[config.mk]
export PLATFORM = sky130hd
export DESIGN_NAME = id_exe_pipe_reg
export DESIGN_NICKNAME = d
export VERILOG_FILES = /design/src/rtl/id_exe_pipe_reg_pkg.sv /design/src/rtl/id_exe_pipe_reg_field.sv /design/src/rtl/id_exe_pipe_reg.sv
export SDC_FILE = /design/constraint.sdc
export NUM_CORES = 1
export LEC_CHECK = 0
export ABC_AREA = 1
export CAP_MARGIN = 5
export CORE_MARGIN = 2
export CORE_UTILIZATION = 44
export DETAILED_ROUTE_END_ITERATION = 7
export GPL_TIMING_DRIVEN = 1
export PLACE_DENSITY = 0.83
export SLEW_MARGIN = 20
export SYNTH_ARGS = -nofsm -noshare
export SYNTH_HDL_FRONTEND = slang
export SYNTH_HIERARCHICAL = 1
export SYNTH_SLANG_ARGS = --single-unit
[constraint.sdc]
create_clock -name clk -period 1.9 [get_ports clk]
set_clock_uncertainty 0.2 [all_clocks]
set_input_delay 0.285 -clock clk [delete_from_list [all_inputs] [get_ports clk]]
set_output_delay 0.285 -clock clk [all_outputs]
set_load 0.005 [all_outputs]
[src/rtl/id_exe_pipe_reg_pkg.sv]
// Shared field widths for the ID/EXE pipeline register.
package id_exe_pipe_reg_pkg;

  localparam int unsigned WORD_W     = 32;
  localparam int unsigned REG_ADDR_W = 5;
  localparam int unsigned SHAMT_W    = 5;
  localparam int unsigned ALU_OP_W   = 4;
  localparam int unsigned CTRL_W     = 10;

endpackage

[src/rtl/id_exe_pipe_reg_field.sv]
// WIDTH-bit register with load enable and synchronous active-low clear.
module pipe_field_reg #(
  parameter int unsigned WIDTH = 32
) (
  input  logic             clk,
  input  logic             reset,
  input  logic             write,
  input  logic [WIDTH-1:0] d,
  output logic [WIDTH-1:0] q
);

  logic [WIDTH-1:0] val_d;
  logic [WIDTH-1:0] val_q;

  always_comb begin
    val_d = val_q;
    if (write) val_d = d;
  end

  // Clear wins over load because it is checked first.
  always_ff @(posedge clk) begin
    if (!reset) val_q <= '0;
    else        val_q <= val_d;
  end

  assign q = val_q;

endmodule

[src/rtl/id_exe_pipe_reg.sv]
// ID/EXE pipeline register: every field captured on one shared enable.
module id_exe_pipe_reg
  import id_exe_pipe_reg_pkg::*;
(
  input  logic                  clk,
  input  logic                  reset,
  input  logic                  write,
  input  logic [WORD_W-1:0]     pcPlus4In,
  input  logic [WORD_W-1:0]     imm32In,
  input  logic [WORD_W-1:0]     regData1In,
  input  logic [WORD_W-1:0]     regData2In,
  input  logic [REG_ADDR_W-1:0] instrRtIn,
  input  logic [REG_ADDR_W-1:0] instrRdIn,
  input  logic [SHAMT_W-1:0]    shamtIn,
  input  logic [ALU_OP_W-1:0]   aluOpIn,
  input  logic                  aluSrcIn,
  input  logic                  shiftIn,
  input  logic                  regDstIn,
  input  logic                  regWriteIn,
  input  logic                  branchIn,
  input  logic                  memToRegIn,
  input  logic                  memWriteIn,
  input  logic                  memReadIn,
  input  logic                  loadFullWordIn,
  input  logic                  loadSignedIn,
  output logic [WORD_W-1:0]     pcPlus4Out,
  output logic [WORD_W-1:0]     imm32Out,
  output logic [WORD_W-1:0]     regData1Out,
  output logic [WORD_W-1:0]     regData2Out,
  output logic [REG_ADDR_W-1:0] instrRtOut,
  output logic [REG_ADDR_W-1:0] instrRdOut,
  output logic [SHAMT_W-1:0]    shamtOut,
  output logic [ALU_OP_W-1:0]   aluOpOut,
  output logic                  aluSrcOut,
  output logic                  shiftOut,
  output logic                  regDstOut,
  output logic                  regWriteOut,
  output logic                  branchOut,
  output logic                  memToRegOut,
  output logic                  memWriteOut,
  output logic                  memReadOut,
  output logic                  loadFullWordOut,
  output logic                  loadSignedOut
);

  logic [CTRL_W-1:0] ctrl_in;
  logic [CTRL_W-1:0] ctrl_out;

  pipe_field_reg #(.WIDTH(WORD_W)) u_pc_plus4 (
    .clk(clk), .reset(reset), .write(write), .d(pcPlus4In), .q(pcPlus4Out)
  );
  pipe_field_reg #(.WIDTH(WORD_W)) u_imm32 (
    .clk(clk), .reset(reset), .write(write), .d(imm32In), .q(imm32Out)
  );
  pipe_field_reg #(.WIDTH(WORD_W)) u_reg_data1 (
    .clk(clk), .reset(reset), .write(write), .d(regData1In), .q(regData1Out)
  );
  pipe_field_reg #(.WIDTH(WORD_W)) u_reg_data2 (
    .clk(clk), .reset(reset), .write(write), .d(regData2In), .q(regData2Out)
  );
  pipe_field_reg #(.WIDTH(REG_ADDR_W)) u_instr_rt (
    .clk(clk), .reset(reset), .write(write), .d(instrRtIn), .q(instrRtOut)
  );
  pipe_field_reg #(.WIDTH(REG_ADDR_W)) u_instr_rd (
    .clk(clk), .reset(reset), .write(write), .d(instrRdIn), .q(instrRdOut)
  );
  pipe_field_reg #(.WIDTH(SHAMT_W)) u_shamt (
    .clk(clk), .reset(reset), .write(write), .d(shamtIn), .q(shamtOut)
  );
  pipe_field_reg #(.WIDTH(ALU_OP_W)) u_alu_op (
    .clk(clk), .reset(reset), .write(write), .d(aluOpIn), .q(aluOpOut)
  );

  // Single-bit control flags are bundled so one generate loop covers them all.
  assign ctrl_in = {aluSrcIn, shiftIn, regDstIn, regWriteIn, branchIn,
                    memToRegIn, memWriteIn, memReadIn, loadFullWordIn, loadSignedIn};

  for (genvar i = 0; i < CTRL_W; i++) begin : g_ctrl
    pipe_field_reg #(.WIDTH(1)) u_bit (
      .clk(clk), .reset(reset), .write(write), .d(ctrl_in[i]), .q(ctrl_out[i])
    );
  end

  assign {aluSrcOut, shiftOut, regDstOut, regWriteOut, branchOut,
          memToRegOut, memWriteOut, memReadOut, loadFullWordOut, loadSignedOut} = ctrl_out;

endmodule

## Word-level counts from Yosys, hierarchy flattened

Cells that the tools add are included.

| word-level totals | value |
|---|---|
| bits in read-only memories | 0 |
| logic and storage cells | 18 |
| input bits | 160 |
| latch bits | 0 |
| RAM bits | 0 |
| flip-flop bits (word level) | 157 |
| memories kept | 0 |
| output and inout port bits | 157 |

| cells by class | value |
|---|---|
| equality and inequality tests | 0 |
| shifts and indexed selects | 0 |
| reductions and logical operators | 0 |
| multiplexer cells | 0 |
| multiply operators | 0 |
| bitwise logic cells | 0 |
| add/subtract/negate cells | 0 |
| divide/modulo/power cells | 0 |
| order comparisons | 0 |

## Longest topological paths before layout

Gate-level depths: netlist of the first run.

| logic depth | value |
|---|---|
| depth in word-level cells | 0 |
| gate-level depth with buffers | 5 |
| mapped depth without buffers | 4 |

## Cells and area by module

The synthesis of the first run kept the hierarchy.

Modules (own cells, without submodules):

| module | area each (um^2) | times used | cells each |
|---|---|---|---|
| pipe_field_reg (u_imm32 ...) | 1,335.0 | 4 | 202 |
| pipe_field_reg (u_instr_rd ...) | 205.2 | 3 | 31 |
| pipe_field_reg (g_ctrl[0].u_bit ...) | 41.3 | 10 | 6 |
| pipe_field_reg (u_alu_op) | 166.4 | 1 | 25 |

## Worst setup path before layout of the first run

No wires, ideal clock.

| timing path | value |
|---|---|
| path type | input to register |
| from | in write |
| to | reg u_imm32.val_q[10] (netlist: u_imm32/q[10]) |
| path buffers | 2 |
| data arrival time | 665 ps |
| slack | 923 ps |
| stages on the path | 4 |
| cells stage by stage | buf_6 > buf_6 > nor2_1 > nor2_1 |

RTL lines:

| what | line | source |
|---|---|---|
| from (decl) | id_exe_pipe_reg.sv:7 | `input logic write,` |
| to (signal assigned) | id_exe_pipe_reg_field.sv:23 | `else val_q <= val_d;` |
| to (decl) | id_exe_pipe_reg_field.sv:13 | `logic [WIDTH-1:0] val_q;` |

## Final worst setup path of the first run

| timing path | value |
|---|---|
| from | reg u_reg_data1.val_q[7] (netlist: u_reg_data1/q[7]) |
| to | out regData1Out[7] |

RTL lines:

| what | line | source |
|---|---|---|
| from (decl) | id_exe_pipe_reg_field.sv:13 |  |
| from (signal assigned) | id_exe_pipe_reg_field.sv:23 |  |
| to (decl) | id_exe_pipe_reg.sv:28 | `output logic [WORD_W-1:0] regData1Out,` |

No word-level cell between the ends.

==> results of run 1 <==
==> final cells by class <==
class	instances	area (sq um)	area share, %
Timing Repair Buffer	331	3350	32.5
Sequential cell	157	3140	30.5
Multi-Input combinational cell	628	2380	23.1
Inverter	157	589	5.71
Clock buffer	20	457	4.43
Tap cell	184	230	2.23
Clock inverter	11	164	1.59
==> path summary, 6_finish.rpt <==
| path | from | end | slack (ns) | depth (start not counted) |
|---|---|---|---|---|
| min reg2reg | u_imm32/q[1] | u_imm32/q[1] | 0.27 | 2 |
| max | u_reg_data1/q[7] | regData1Out[7] | 0.10 | 1 |
| min | reset | u_instr_rd/q[3] | 0.17 | 4 |
| max reg2reg | u_reg_data2/q[30] | u_reg_data2/q[30] | 1.05 | 2 |
==> worst reg2reg max path: cells and delay by family (launching register included) <==
family,cells,cell delay [ns]
flip-flops,1,0.36
AND/OR/NAND/NOR,2,0.22
==> power by group <==
| part | total, mW | internal, mW | switching [mW] |
|---|---|---|---|
| clock network | 3.57 | 2.26 | 1.32 |
| registers | 3.64 | 3.53 | 0.116 |
| logic | 1.47 | 0.879 | 0.591 |
==> cells in the final DEF, fill, tap and decap left out <==
cell             count
nand2_1            314
buf_4               10
clkinvlp_4           2
nor2_2              10
clkbuf_1             1
clkdlybuf4s50_1    314
dfxtp_1            157
clkbuf_8             3
clkbuf_16           17
clkinv_2             4
inv_6                1
nor2_1             304
bufinv_16            4
buf_12               6
inv_1              157
==> kinds of logic (layout without fill, tap and decap cells) <==
logic type	count (synthesis)	in the layout	share of synthesized area, %
simple gates	628	628	36.5
flops	157	157	48.1
buf+inv	201	519	15.5
==> metal layers <==
| layer | share of wire (%) | wire (microns) | up-vias | track usage, % |
|---|---|---|---|---|
| met5 | 0 | 0 | - | 0 |
| met4 | 3.4 | 626 | 0 | 10.7 |
| met3 | 7.3 | 1330 | 40 | 7.14 |
| met2 | 49 | 8960 | 203 | 39.7 |
| met1 | 40 | 7330 | 2768 | 25.4 |
| li1 | - | - | 3387 | - |
==> sequential cells by signal, indices dropped and copies added (netlist names) <==
| register | cells |
|---|---|
| g_ctrl.u_bit/q | 10 |
| u_alu_op/q | 4 |
| u_imm32/q | 32 |
| u_instr_rd/q | 5 |
| u_instr_rt/q | 5 |
| u_pc_plus4/q | 32 |
| u_reg_data1/q | 32 |
| u_reg_data2/q | 32 |
| u_shamt/q | 5 |
==> metrics by stage <==
step                util [%]  worst slack, ns  std cells  cell area (sq um)
floorplan                  -            0.923        986               6540
finish                  71.0            0.105       1488              10300
global placement        66.7            0.439       1457               9700
global route            71.0           0.0354       1488              10300
detailed placement      66.7            0.414       1457               9700
CTS                     71.0           0.0767       1488              10300
==> metrics.txt, run 1 <==
status=finished clean; nets@finish=1452; Async S/R FF share, synth=0%; via count=6398; crit start category=flop; Seq/Total Area, Yosys=48.1%; Synth Warn #=6; CTS Hold Bufs=0; CTS tree=done; Overflow after GRT=0; Synth Cell Area=0.00654 sq mm; fill cell total of the finished layout=1190; Starting Density=45.0%; Layout area overhead=57.9%; number of global-route vias before repair=6060; worst-skew pair later-pin latency=0.40 ns; largest net degree at the start of global routing=86; initial DRC count=343; Final Power=8.69 mW; routability cong.=0.849; H-tree depth=4; clk slew on worst S/H paths=0.06 ns; # Post-CTS Setup Buffers=0; wire length per cell=12.3 microns; post-synthesis cell count=986; cts repair resizes=0; Worst path max stage delay=0.55 ns; final hold violation count=0; TritonRoute pass-1 iters=6; post-route ant nets=0; io pins=317; GR Util All Layers=22.8%; Final Setup Violations=0; CP endpoint kind=primary output; Sinks on Clock Net=157; Row Count=44; syn avg cell area=6.63 sq um; initial antenna violation count=0; HPWL after DPL=13000 microns; number of library cell types mapped by synthesis=7; CP arrival=1.31 ns; VDD IR max=552 uV; Syn Nets=1146; fin crit period=1.80 ns; Die Width=126 microns; Pleak=5.20 nW; FF+latch count, synth=157; Worst Path Required=1.41 ns; Die Span Y=126 microns; ANT cells=0; Synth top cells by count=nand2_1, nor2_1, dfxtp_1, inv_1, buf_6; clock buffer depth=2; DR DRC count=0; RSZ-0062 raised after global routing=no; final WL=18200 microns; worst hold path type=input pin to flop; CP max stage cell=clkdlybuf4s50_1; MaxCap Viol Count=0; die area=0.0158 sq mm; kind of critical path=flop to primary output; first-pass GRT wire length=29300 microns; worst-path fanout max=2; Via density=4.30; leading area contributor after synthesis=dfxtp_1; Root Buffer=clkbuf_16; ratio of cells with drive above 1 in the final layout=4.37%; headroom to the max-slew limit=72.3%; dominant register cell in the synthesized netlist=dfxtp_1; Fin Hold WS=0.173 ns; Slew Limit Fails=0; Synth top area share=48.1%; Final period util=94.5%; Post-synth EDFFs=0; Core Area=0.0145 sq mm; most frequent cell after synthesis=nand2_1; pwr dens=842 mW/mm^2; CP Cell Sequence=clkdlybuf4s50_1; setup TNS=0 ns; CTS Buf Count=17; CP top delay family=buffers and inverters; ranking of synthesized cells by area=dfxtp_1, nand2_1, nor2_1; fmax=557 MHz; worst slew pin tran=0.415 ns; port bufs=316; Worst Path Buf+Inv=1
(Power assumes the default switching activity.)
==> run 2: changes to the inputs <==
Settings changed: CORE_UTILIZATION 44 to 30, CTS_CLUSTER_DIAMETER set to 150, PLACE_DENSITY 0.83 to 0.59.
Clock period 1.9 ns to 1.85 ns, I/O delays scaled along.
==> metrics.txt, run 2 (synthesis results as in run 1) <==
initial antenna violation count=0 (unchanged); H-tree depth=4 (unchanged); ANT cells=0 (unchanged); worst-skew pair later-pin latency=0.41 ns (about the same); CTS tree=done; crit start category=flop; most frequent cells in the layout=nand2_1, clkdlybuf4s50_1, nor2_1, inv_1, dfxtp_1; Final Setup Violations=0 (unchanged); Starting Density=30.8% (-14 points); final WL=18700 microns (+2.4%); initial DRC count=211 (-38%); Die Width=152 microns (+20%); crit path capture=memReadOut; nets@finish=1452 (unchanged); port bufs=316 (unchanged); routability cong.=0.775 (-8.6%); CP endpoint kind=primary output; Overflow after GRT=0 (unchanged); Final period util=96.3%; worst-path fanout max=2 (unchanged); DR DRC count=0 (unchanged); headroom to the max-slew limit=74.2% (+1.9 points); GR Util All Layers=15.6% (-7.2 points); fill cell total of the finished layout=2173 (+83%); Final Power=8.71 mW (+0.24%); Core Area=0.0212 sq mm (+46%); Row Count=53 (+20%); via count=6178 (-3.4%); Die Span Y=152 microns (+20%); reg-to-reg endpoint=g_ctrl[8].u_bit/q; R2R cell count=2 (unchanged); VDD IR max=501 uV (-9.2%); Worst R2R Setup Slack=1.05 ns (about the same); largest net degree at the start of global routing=53 (-38%); setup TNS=0 ns (unchanged); Worst Path Buf+Inv=1 (unchanged); CP Depth=1 (unchanged); # Post-CTS Setup Buffers=0 (unchanged); Root Buffer=clkbuf_16; ratio of cells with drive above 1 in the final layout=4.37% (about the same); HPWL after DPL=13600 microns (+4.7%); CP Cell Sequence=clkdlybuf4s50_1; fin crit period=1.78 ns; final hold violation count=0 (unchanged); status=finished clean; MaxCap Viol Count=0 (unchanged); wire length per cell=11.8 microns (-3.5%); leading cell type in the layout, fill and taps excluded=nand2_1; Worst path max stage delay=0.56 ns (about the same); clock buffer depth=2 (unchanged); CP top delay family=buffers and inverters; r2r startpoint=g_ctrl[8].u_bit/q; Via density=3.92 (-8.9%); worst setup path startpoint=g_ctrl[2].u_bit/q; kind of critical path=flop to primary output; io pins=317 (unchanged); Layout area overhead=59.0%; pwr dens=838 mW/mm^2 (-0.46%); CTS Buf Count=17 (unchanged); CTS Hold Bufs=0 (unchanged); CP arrival=1.30 ns (about the same); Pleak=5.19 nW (-0.15%); worst slew pin tran=0.387 ns (-0.0280 ns); TritonRoute pass-1 iters=4 (-2); cts repair resizes=0 (unchanged); Worst Path Required=1.37 ns (-0.04 ns); Cell Area, Placed=0.00981 sq mm (+1.2%); CP max stage cell=clkdlybuf4s50_1; Slew Limit Fails=0 (unchanged); number of global-route vias before repair=5508 (-9.1%); post-route ant nets=0 (unchanged); first-pass GRT wire length=28000 microns (-4.5%); die area=0.0230 sq mm (+45%); clk slew on worst S/H paths=0.06 ns (about the same); post-route cell area=0.0104 sq mm (+0.70%); RSZ-0062 raised after global routing=no; Sinks on Clock Net=157 (unchanged); fmax=561 MHz; worst hold path type=input pin to flop
## run 2: area by class of cell
class	count	area, sq um	share of cell area (%)
Timing Repair Buffer	331	3350	32.3
Sequential cell	157	3140	30.3
Multi-Input combinational cell	628	2380	22.9
Inverter	157	589	5.67
Clock buffer	17	425	4.09
Tap cell	275	344	3.31
Clock inverter	13	151	1.46
## run 2: worst min-delay path by stage
| stage | startpoint | to | slack (ns) | depth (start not counted) |
|---|---|---|---|---|
| 2_1_floorplan | reset | u_alu_op/q[0] | 0.20 | 2 |
| 3_3_place_gp | u_instr_rt/q[1] | u_instr_rt/q[1] | 0.25 | 2 |
| 3_5_place_dp | u_reg_data2/q[14] | u_reg_data2/q[14] | 0.26 | 2 |
| 4_1_cts | write | u_instr_rd/q[2] | 0.05 | 3 |
| 5_1_grt | write | u_instr_rd/q[2] | 0.06 | 3 |
| 6_report | write | u_instr_rd/q[2] | 0.06 | 3 |
## run 2: power breakdown
part           leakage, nW  switching (mW)  internal (mW)
logic                 3.61           0.595          0.902
registers             1.31           0.115           3.62
clock network        0.280            1.38           2.09
## run 2: metal layers
metal  GRT usage [%]  part of all wire (%)  routed length, microns
met1            17.5                    41                    7730
met2            27.2                    48                    8940
met3            5.39                   8.3                    1560
met4            6.34                   2.4                     452
met5               0                     0                       0
## run 2: per-stage QoR
| step | setup slack [ns] | hold slack [ns] | instances | util, % |
|---|---|---|---|---|
| after CTS | 0.0374 | 0.0462 | 1578 | 49.0 |
| after detailed placement | 0.417 | 0.261 | 1548 | 46.2 |
| after global routing | 0.00379 | 0.0650 | 1578 | 49.0 |
| after floorplan | 0.880 | 0.198 | 986 | - |
| final | 0.0682 | 0.0629 | 1578 | 49.0 |
| after global placement | 0.442 | 0.255 | 1548 | 46.2 |
## run 2: tightest hold or removal path, delay by kind of cell
kind	cells	cell delay (ns)
buffers and inverters	1	0.19
AND/OR/NAND/NOR	2	0.16
==> run 3: changes to the inputs <==
Settings changed: ABC_AREA 1 to unset, PLACE_DENSITY 0.59 to 0.61.
==> metrics.txt, run 3 <==
initial DRC count=150 (-29%); post-route ant nets=0 (unchanged); Util after Layout=49.5% (+0.58 points); status=finished clean; RSZ-0062 raised after global routing=no; Layout area overhead=63.5%; pwr dens=860 mW/mm^2 (+2.6%); worst-skew pair later-pin latency=0.41 ns (about the same); first-pass GRT wire length=26200 microns (-6.1%); TritonRoute pass-1 iters=4 (unchanged); CTS Buf Count=17 (unchanged); Seq/Total Area, Yosys=51.8% (+3.7 points); worst hold path type=input pin to flop; fin crit period=1.77 ns (-0.0165 ns); post-synthesis cell count=503 (-49%); most frequent cells in the layout=clkdlybuf4s50_1, mux2i_1, nor2b_1, dfxtp_1, clkbuf_16; CTS Hold Bufs=0 (unchanged); die area=0.0214 sq mm (-6.9%); clock buffer depth=2 (unchanged); Worst Path Buf+Inv=1 (unchanged); Sinks on Clock Net=157 (unchanged); CP top delay family=buffers and inverters; CP arrival=1.29 ns (about the same); leading area contributor after synthesis=dfxtp_1; Row Count=52 (-1.9%); routability cong.=0.758 (-2.2%); Synth top cells by count=dfxtp_1, mux2i_1, nor2b_1, buf_12, clkbuf_1; Non-Filler Instances=1099 (-30%); FF+latch count, synth=157 (unchanged); HPWL after DPL=12200 microns (-11%); VDD IR max=604 uV (+21%); Via density=4.21 (+7.5%); Async S/R FF share, synth=0% (unchanged); Cell Area, Placed=0.00932 sq mm (-5.0%); syn avg cell area=12.1 sq um (+82%); worst-path fanout max=2 (unchanged); Root Buffer=clkbuf_16; post-route cell area=0.00993 sq mm (-4.4%); crit start category=flop; kind of critical path=flop to primary output; number of library cell types mapped by synthesis=6 (-1); Final period util=95.4% (-0.89 points); Worst Hold Launch=write; clk slew on worst S/H paths=0.07 ns (about the same); largest net degree at the start of global routing=101 (+91%); dominant register cell in the synthesized netlist=dfxtp_1; fmax=566 MHz (+0.93%); number of global-route vias before repair=4872 (-12%); H-tree depth=4 (unchanged); Worst path max stage delay=0.53 ns (-0.03 ns); reg-to-reg endpoint=u_reg_data2/q[16]; Starting Density=30.3% (-0.50 points); Worst R2R Setup Slack=1.00 ns (-0.05 ns); Post-synth EDFFs=0 (unchanged); initial antenna violation count=0 (unchanged); CTS tree=done; Die Span Y=146 microns (-3.5%); CP endpoint kind=primary output; leading cell type in the layout, fill and taps excluded=clkdlybuf4s50_1; Final Power=8.54 mW (-1.9%); Final Setup Violations=0 (unchanged); worst slew pin tran=0.439 ns (+0.0517 ns); setup TNS=0 ns (unchanged); ranking of synthesized cells by area=dfxtp_1, mux2i_1, nor2b_1; via count=4626 (-25%); wire length per cell=15.0 microns (+26%); final WL=16400 microns (-12%); headroom to the max-slew limit=70.7% (-3.4 points); Pleak=4.06 nW (-22%); Synth Warn #=6 (unchanged); port bufs=316 (unchanged); Syn Nets=663 (-42%); nets@finish=976 (-33%); final hold violation count=0 (unchanged); Min-Delay Endpoint=g_ctrl[3].u_bit/q; io pins=317 (unchanged); Synth top area share=51.8% (+3.7 points); GR Util All Layers=15.4% (-0.18 points); Worst Path Required=1.37 ns (about the same); Synth Cell Area=0.00607 sq mm (-7.1%); WHS Path Cells=3 (unchanged); CP max stage cell=clkdlybuf4s50_1; ANT cells=0 (unchanged); MaxCap Viol Count=0 (unchanged); r2r startpoint=u_reg_data2/q[16]; ratio of cells with drive above 1 in the final layout=4.95% (+0.57 points); R2R cell count=2 (unchanged); DR DRC count=0 (unchanged); CP Cell Sequence=clkdlybuf4s50_1; Overflow after GRT=0 (unchanged); Slew Limit Fails=0 (unchanged); Core Area=0.0200 sq mm (-5.6%); Die Width=146 microns (-3.5%); DP Cell Count=1067 (-31%)
-- run 3: cell families (layout without fill, tap and decap cells) --
kind of cell / Yosys count / in the layout / synth area share [%]
buffers and inverters: 32 / 358 / 6.18
DFF: 157 / 157 / 51.8
muxes: 157 / 157 / 25.9
and+or+nand+nor: 157 / 157 / 16.2
-- run 3: worst max path at each step --
stage               slack, ns               end  depth (start not counted)             start
CTS                      0.04    pcPlus4Out[21]                          1  u_pc_plus4/q[21]
global route             0.01     instrRtOut[0]                          1   u_instr_rt/q[0]
floorplan                0.78      u_imm32/q[0]                          4             write
finish                   0.08      imm32Out[29]                          1     u_imm32/q[29]
detailed placement       0.34  u_pc_plus4/q[12]                          4             write
global placement         0.40  u_reg_data2/q[2]                          4             write
-- run 3: layout make-up --
class | instances | area, sq um
Multi-Input combinational cell | 314 | 2550
Fill cell | 1882 | 10100
Clock buffer | 20 | 437
Tap cell | 270 | 338
Sequential cell | 157 | 3140
Clock inverter | 12 | 163
Timing Repair Buffer | 326 | 3290
-- run 3: layer usage --
metal / up-vias / track usage [%] / share of wire, %
li1: 2293 / - / -
met1: 2128 / 17.2 / 40
met2: 180 / 26.7 / 50
met3: 25 / 5.63 / 7.5
met4: 0 / 6.26 / 2.3
met5: - / 0 / 0
-- run 3: metrics by stage --
stage	setup WS, ns	hold WS, ns
floorplan	0.785	0.206
finish	0.0847	0.165
CTS	0.0355	0.148
global route	0.00993	0.173
detailed placement	0.338	0.303
global placement	0.397	0.295
-- run 3: repair_timing --
action,in CTS,in global routing
gates resized for setup,0,2
buffers inserted,0,0
endpoints found under the setup margin,0,2
-- run 3: tightest hold or removal path, stage by stage --
cell and delay (ns):
clkbuf_8 0.21, mux2i_1 0.18, nor2b_1 0.06
-- run 3: power by group --
group | switching, mW | internal, mW
clock | 1.42 | 2.14
sequential | 0.102 | 3.58
combinational | 0.411 | 0.881
